**src/rtl/fetch_stage.sv**
```systemverilog
// fetch_stage: instruction-fetch stage of the RISC-V core.
// Owns the PC, addresses the combinational instruction ROM and captures the
// returned word into the IF/ID register. Supports stall, redirect/flush and a
// retired-fetch counter.
// Optional feature macro: FETCH_MISALIGN_CHECK_EN (sticky misaligned-redirect flag).
module fetch_stage #(
  parameter logic [31:0] RESET_PC  = 32'h0000_0000,
  parameter logic [31:0] NOP_INSTR = 32'h0000_0013
) (
  input  logic        clk,
  input  logic        rst_n,
  input  logic        stall_i,
  input  logic        redirect_i,
  input  logic [31:0] redirect_target_i,
  output logic [31:0] imem_addr_o,
  input  logic [31:0] imem_rdata_i,
  output logic        ifid_valid_o,
  output logic [31:0] ifid_instr_o,
  output logic [31:0] ifid_pc_o,
  output logic [31:0] ifid_pc4_o,
  output logic [31:0] fetch_count_o,
  output logic        misalign_err_o
);

  typedef enum logic {BOOT, RUN} state_t;

  state_t      state;
  logic [31:0] pc;
  logic [31:0] pc_plus4;
  logic [31:0] target_aligned;

  assign pc_plus4       = pc + 32'd4;
  assign target_aligned = {redirect_target_i[31:2], 2'b00};
  assign imem_addr_o    = pc;

  // PC, IF/ID register, fetch counter and boot/run sequencing
  always_ff @(posedge clk or negedge rst_n) begin
    if (!rst_n) begin
      state         <= BOOT;
      pc            <= RESET_PC;
      ifid_valid_o  <= 1'b0;
      ifid_instr_o  <= NOP_INSTR;
      ifid_pc_o     <= '0;
      ifid_pc4_o    <= '0;
      fetch_count_o <= '0;
    end else begin
      case (state)
        // First edge after reset release always captures the RESET_PC fetch
        BOOT: begin
          state         <= RUN;
          ifid_valid_o  <= 1'b1;
          ifid_instr_o  <= imem_rdata_i;
          ifid_pc_o     <= pc;
          ifid_pc4_o    <= pc_plus4;
          pc            <= pc_plus4;
          fetch_count_o <= fetch_count_o + 32'd1;
        end
        default: begin
          state <= RUN;
          if (redirect_i) begin
            pc           <= target_aligned;
            ifid_valid_o <= 1'b0;
            ifid_instr_o <= NOP_INSTR;
            ifid_pc_o    <= '0;
            ifid_pc4_o   <= '0;
          end else if (!stall_i) begin
            ifid_valid_o  <= 1'b1;
            ifid_instr_o  <= imem_rdata_i;
            ifid_pc_o     <= pc;
            ifid_pc4_o    <= pc_plus4;
            pc            <= pc_plus4;
            fetch_count_o <= fetch_count_o + 32'd1;
          end
        end
      endcase
    end
  end

`ifdef FETCH_MISALIGN_CHECK_EN
  // Sticky flag: set by any taken redirect whose target is not word aligned
  always_ff @(posedge clk or negedge rst_n) begin
    if (!rst_n) begin
      misalign_err_o <= 1'b0;
    end else if (state == RUN && redirect_i && (redirect_target_i[1:0] != 2'b00)) begin
      misalign_err_o <= 1'b1;
    end
  end
`else
  // Low target bits are dropped silently; no flag storage
  logic unused_target_lsbs;
  assign unused_target_lsbs = ^redirect_target_i[1:0];
  assign misalign_err_o     = 1'b0;
`endif

endmodule

```
**config.mk**
```make
export PLATFORM = sky130hd
export DESIGN_NAME = fetch_stage
export DESIGN_NICKNAME = d
export VERILOG_FILES = /design/src/rtl/fetch_stage.sv
export SDC_FILE = /design/constraint.sdc
export NUM_CORES = 1
export LEC_CHECK = 0
export ABC_AREA = 0
export CORE_ASPECT_RATIO = 0.75
export CORE_MARGIN = 5
export CORE_UTILIZATION = 50
export DETAILED_ROUTE_END_ITERATION = 6
export PLACE_DENSITY = 0.86
export SYNTH_ARGS = -nofsm -noshare
export SYNTH_HDL_FRONTEND = slang
export SYNTH_SLANG_ARGS = --single-unit
```
**constraint.sdc**
```tcl
create_clock -name clk -period 4.91 [get_ports clk]
set_input_delay 0.982 -clock clk [delete_from_list [all_inputs] [get_ports clk]]
set_output_delay 0.982 -clock clk [all_outputs]
set_load 0.02 [all_outputs]
```
==> results by group <==
Placement
  • # port buffers: about 220
  • Dpl ws: ~1200 ps
  • RePlAce Congestion: slightly below 0.9
  • Post-DP HPWL: approximately 15 mm

Yosys
  • Sequential-to-total area share from yosys stat: roughly 55%
  • Post-synth EDFFs: 0
  • Post-synthesis async set-or-reset flop share: 100.0%
  • Synth area leaders: dfrtp_1 54%, a22o_1 9.4%, xnor2_1 3.8%
  • Flops & latches, synth: approximately 160
  • Leading area contributor after synthesis: dfrtp_1
  • Top-area cell type share of the netlist area: between 50% and 60%
  • Syn Std Cell Area: around 7200 um2
  • Synth warn: 0
  • Synth cell types: between 60 and 70
  • Mapped Avg Cell Area: 11.01 um2
  • Mapped Cells: between 600 and 700
  • Top FF cell, synth: dfrtp_1

Timing
  • Setup TNS Final: 0 ps
  • Unrepaired setup endpoints after global routing: no
  • Max frequency: 292.9 MHz
  • Relative slew slack: between 30% and 40%
  • Max Slew Vio Count: 0
  • Post-layout min period: 3414 ps
  • WHS: 475.7 ps
  • Measured slew at the worst slew-check pin: 925.6 ps
  • Fin. Hold Viols: 0
  • Final number of setup-violating endpoints: 0
  • Clock Skew: between 10 and 15 ps
  • Post-route worst setup slack: approximately 1500 ps
  • Period utilization: a little over two thirds

Power
  • Peak VDD IR: between 0.0003 and 0.0004 V
  • Power Dens Cells: 408.7 nW/um2
  • Static Leak: 4.388 nW

Clock tree
  • Setup Buffers After CTS: 0
  • Hold buffer count at CTS: 0
  • Num Clock Sinks: about 160
  • Inserted Clock Buffers: 17
  • # H-tree levels: 4
  • Post-CTS Resized: 0
  • Root Driver: clkbuf_16
  • CTS tree: yes
  • Maximum clock insertion buffer count: 2
  • Worst-path clk slew: 70 ps
  • Skew-Pair Late Insertion Delay: ~420 ps

Route
  • Final WL: ~22 mm
  • Pre-antenna DRT Iters: 4
  • WL/cell: approximately 21 um
  • DRT antenna net count: 0
  • Initial drt markers: just under 600
  • Vias per cell: about 6.0
  • Via count: about 6,300
  • Drt drc: 0

Critical path
  • Top delay family on crit path: buffers and inverters
  • Crit path max fanout: 82
  • CP Class: input port to flop
  • CP required: ~5300 ps
  • Bufs and invs on worst path: 2
  • Critical Path AT: about 3800 ps
  • Delay of the slowest critical-path stage: 830 ps
  • Crit. End Element: flop
  • R2R Setup Slk: 2150 ps
  • Critical Path Source Type: input port
  • CP max stage cell: clkdlybuf4s50_1
  • CP cell instances: clkdlybuf4s50_1, o21ai_4, buf_4, nand2_1, a31oi_1, a41o_1, a221o_1

Cells and area
  • Layout cell share with drive strength beyond 1: around 7.7%
  • Area Growth Syn to Fin: 40.84%
  • Final nets: between 900 and 1,000
  • Filler cells: 986
  • Ant. Diodes: 0

Floorplanning
  • # rows: 38
  • Die width: 148.4 um
  • Initial Util: roughly half
  • Die area: between 15,000 and 20,000 um2
  • Core Area: between 10,000 and 15,000 um2
  • I/O Pins: 230
  • Die span in y: between 100 and 150 um

Global routing
  • Initial antenna violation count: 0
  • First-pass GRT wire length: between 30 and 40 mm
  • Global Route Usage Sum: 26.65%
  • Largest net degree at the start of global routing: 94
  • Gr ovfl total: 0
  • Vias in the first global route: ~6,400

Hold path
  • Hold Crit Class: flop to flop

Job
  • Max Cap Viol: 0

Outcome
  • Status: finished clean
[per-stage QoR]
| stage | instances | util, % | area, um2 | total power [W] |
|---|---|---|---|---|
| floorplan | 655 | - | 7194 | 0.002200 |
| detailed placement | 1008 | 66.60 | 9499 | 0.002763 |
| finish | 1040 | 70.96 | 10120 | 0.004137 |
| CTS | 1040 | 70.96 | 10120 | 0.004156 |
| global placement | 1008 | 66.60 | 9499 | 0.002729 |
| global route | 1040 | 70.96 | 10120 | 0.004309 |
[layout by cell type (no fill, tap or decap), types with 8 or more instances in the layout]
master / instances
nor3_1: 8
nor2_1: 29
xor2_1: 25
o21ai_0: 17
xnor2_1: 31
and2_1: 8
a22oi_1: 9
clkbuf_16: 17
and3_1: 10
clkdlybuf4s50_1: 223
o22ai_1: 17
a22o_1: 77
dfrtp_1: 154
nand2_1: 60
nand3_1: 17
buf_4: 9
nand4_1: 16
[sequential cells by signal (all words and copies together), names as in the netlist]
signal and count:
fetch_count_o 32, ifid_instr_o 32, ifid_pc4_o 30, ifid_pc_o 31, ifid_valid_o 1, imem_addr_o 30, state 1
[logic make-up after synthesis]
kind of cell | synth area share (%)
AND/OR/NAND/NOR | 14.40
AO/OA/AOI/OAI | 18.07
flip-flops | 54.72
buffers and inverters | 4.021
XOR/XNOR | 6.825
multiplexers | 1.515
adder cells (fa/ha/maj) | 0.3481
other | 0.1045
[power breakdown]
part / internal (W) / switching [W]
Combinational: 0.000517 / 0.000538
Sequential: 0.00147 / 0.000228
Clock: 0.000824 / 0.000564
Total: 0.00281 / 0.00133
[layer usage]
metal / track usage (%) / up-vias / wire (um)
li1: - / 2766 / -
met5: 0 / - / 0
met1: 37.28 / 3091 / 9249
met2: 40.01 / 372 / 10120
met3: 7.744 / 44 / 2247
met4: 9.477 / 0 / 449
[cell type report]
class                           instances  area (um2)  area share [%]
Multi-Input combinational cell        432        2992           29.56
Tap cell                              180       225.2           2.225
Clock buffer                           18       439.2           4.339
Clock inverter                         14       183.9           1.817
Sequential cell                       157        3933           38.85
Inverter                                5       18.77          0.1854
Timing Repair Buffer                  234        2331           23.03
[cells in the mapped netlist (8+ instances only)]
master    count
dfrtp_1     154
a22o_1       77
nand2_1      60
clkbuf_1     42
xnor2_1      31
nor2_1       30
xor2_1       25
nand3_1      17
o21ai_0      17
o22ai_1      17
nand4_1      16
and3_1       10
a22oi_1       9
and2_1        8
buf_2         8
nor3_1        8
[worst reg2reg max path, cell delays in order (launching register included)]
cell and delay (ps):
dfrtp_1 910, buf_4 390, nand2_1 150, nor2_4 590
buf_12 370, a22o_1 280
[path summary, 6_finish.rpt]
| kind | start | to | depth (start not counted) |
|---|---|---|---|
| max in group asynchronous | rst_n | ifid_instr_o[0]$_DFFE_PN1P_ | 2 |
| worst max register to register | state$_DFF_PN0_ | ifid_instr_o[26]$_DFFE_PN0P_ | 5 |
| worst max-delay path | redirect_i | imem_addr_o[19]$_DFFE_PN0P_ | 7 |
| min in group asynchronous | rst_n | ifid_instr_o[28]$_DFFE_PN0P_ | 1 |
| worst min register to register | fetch_count_o[31]$_DFFE_PN0P_ | fetch_count_o[31]$_DFFE_PN0P_ | 1 |
| worst min-delay path | fetch_count_o[31]$_DFFE_PN0P_ | fetch_count_o[31]$_DFFE_PN0P_ | 1 |
(Power assumes the default switching activity.)
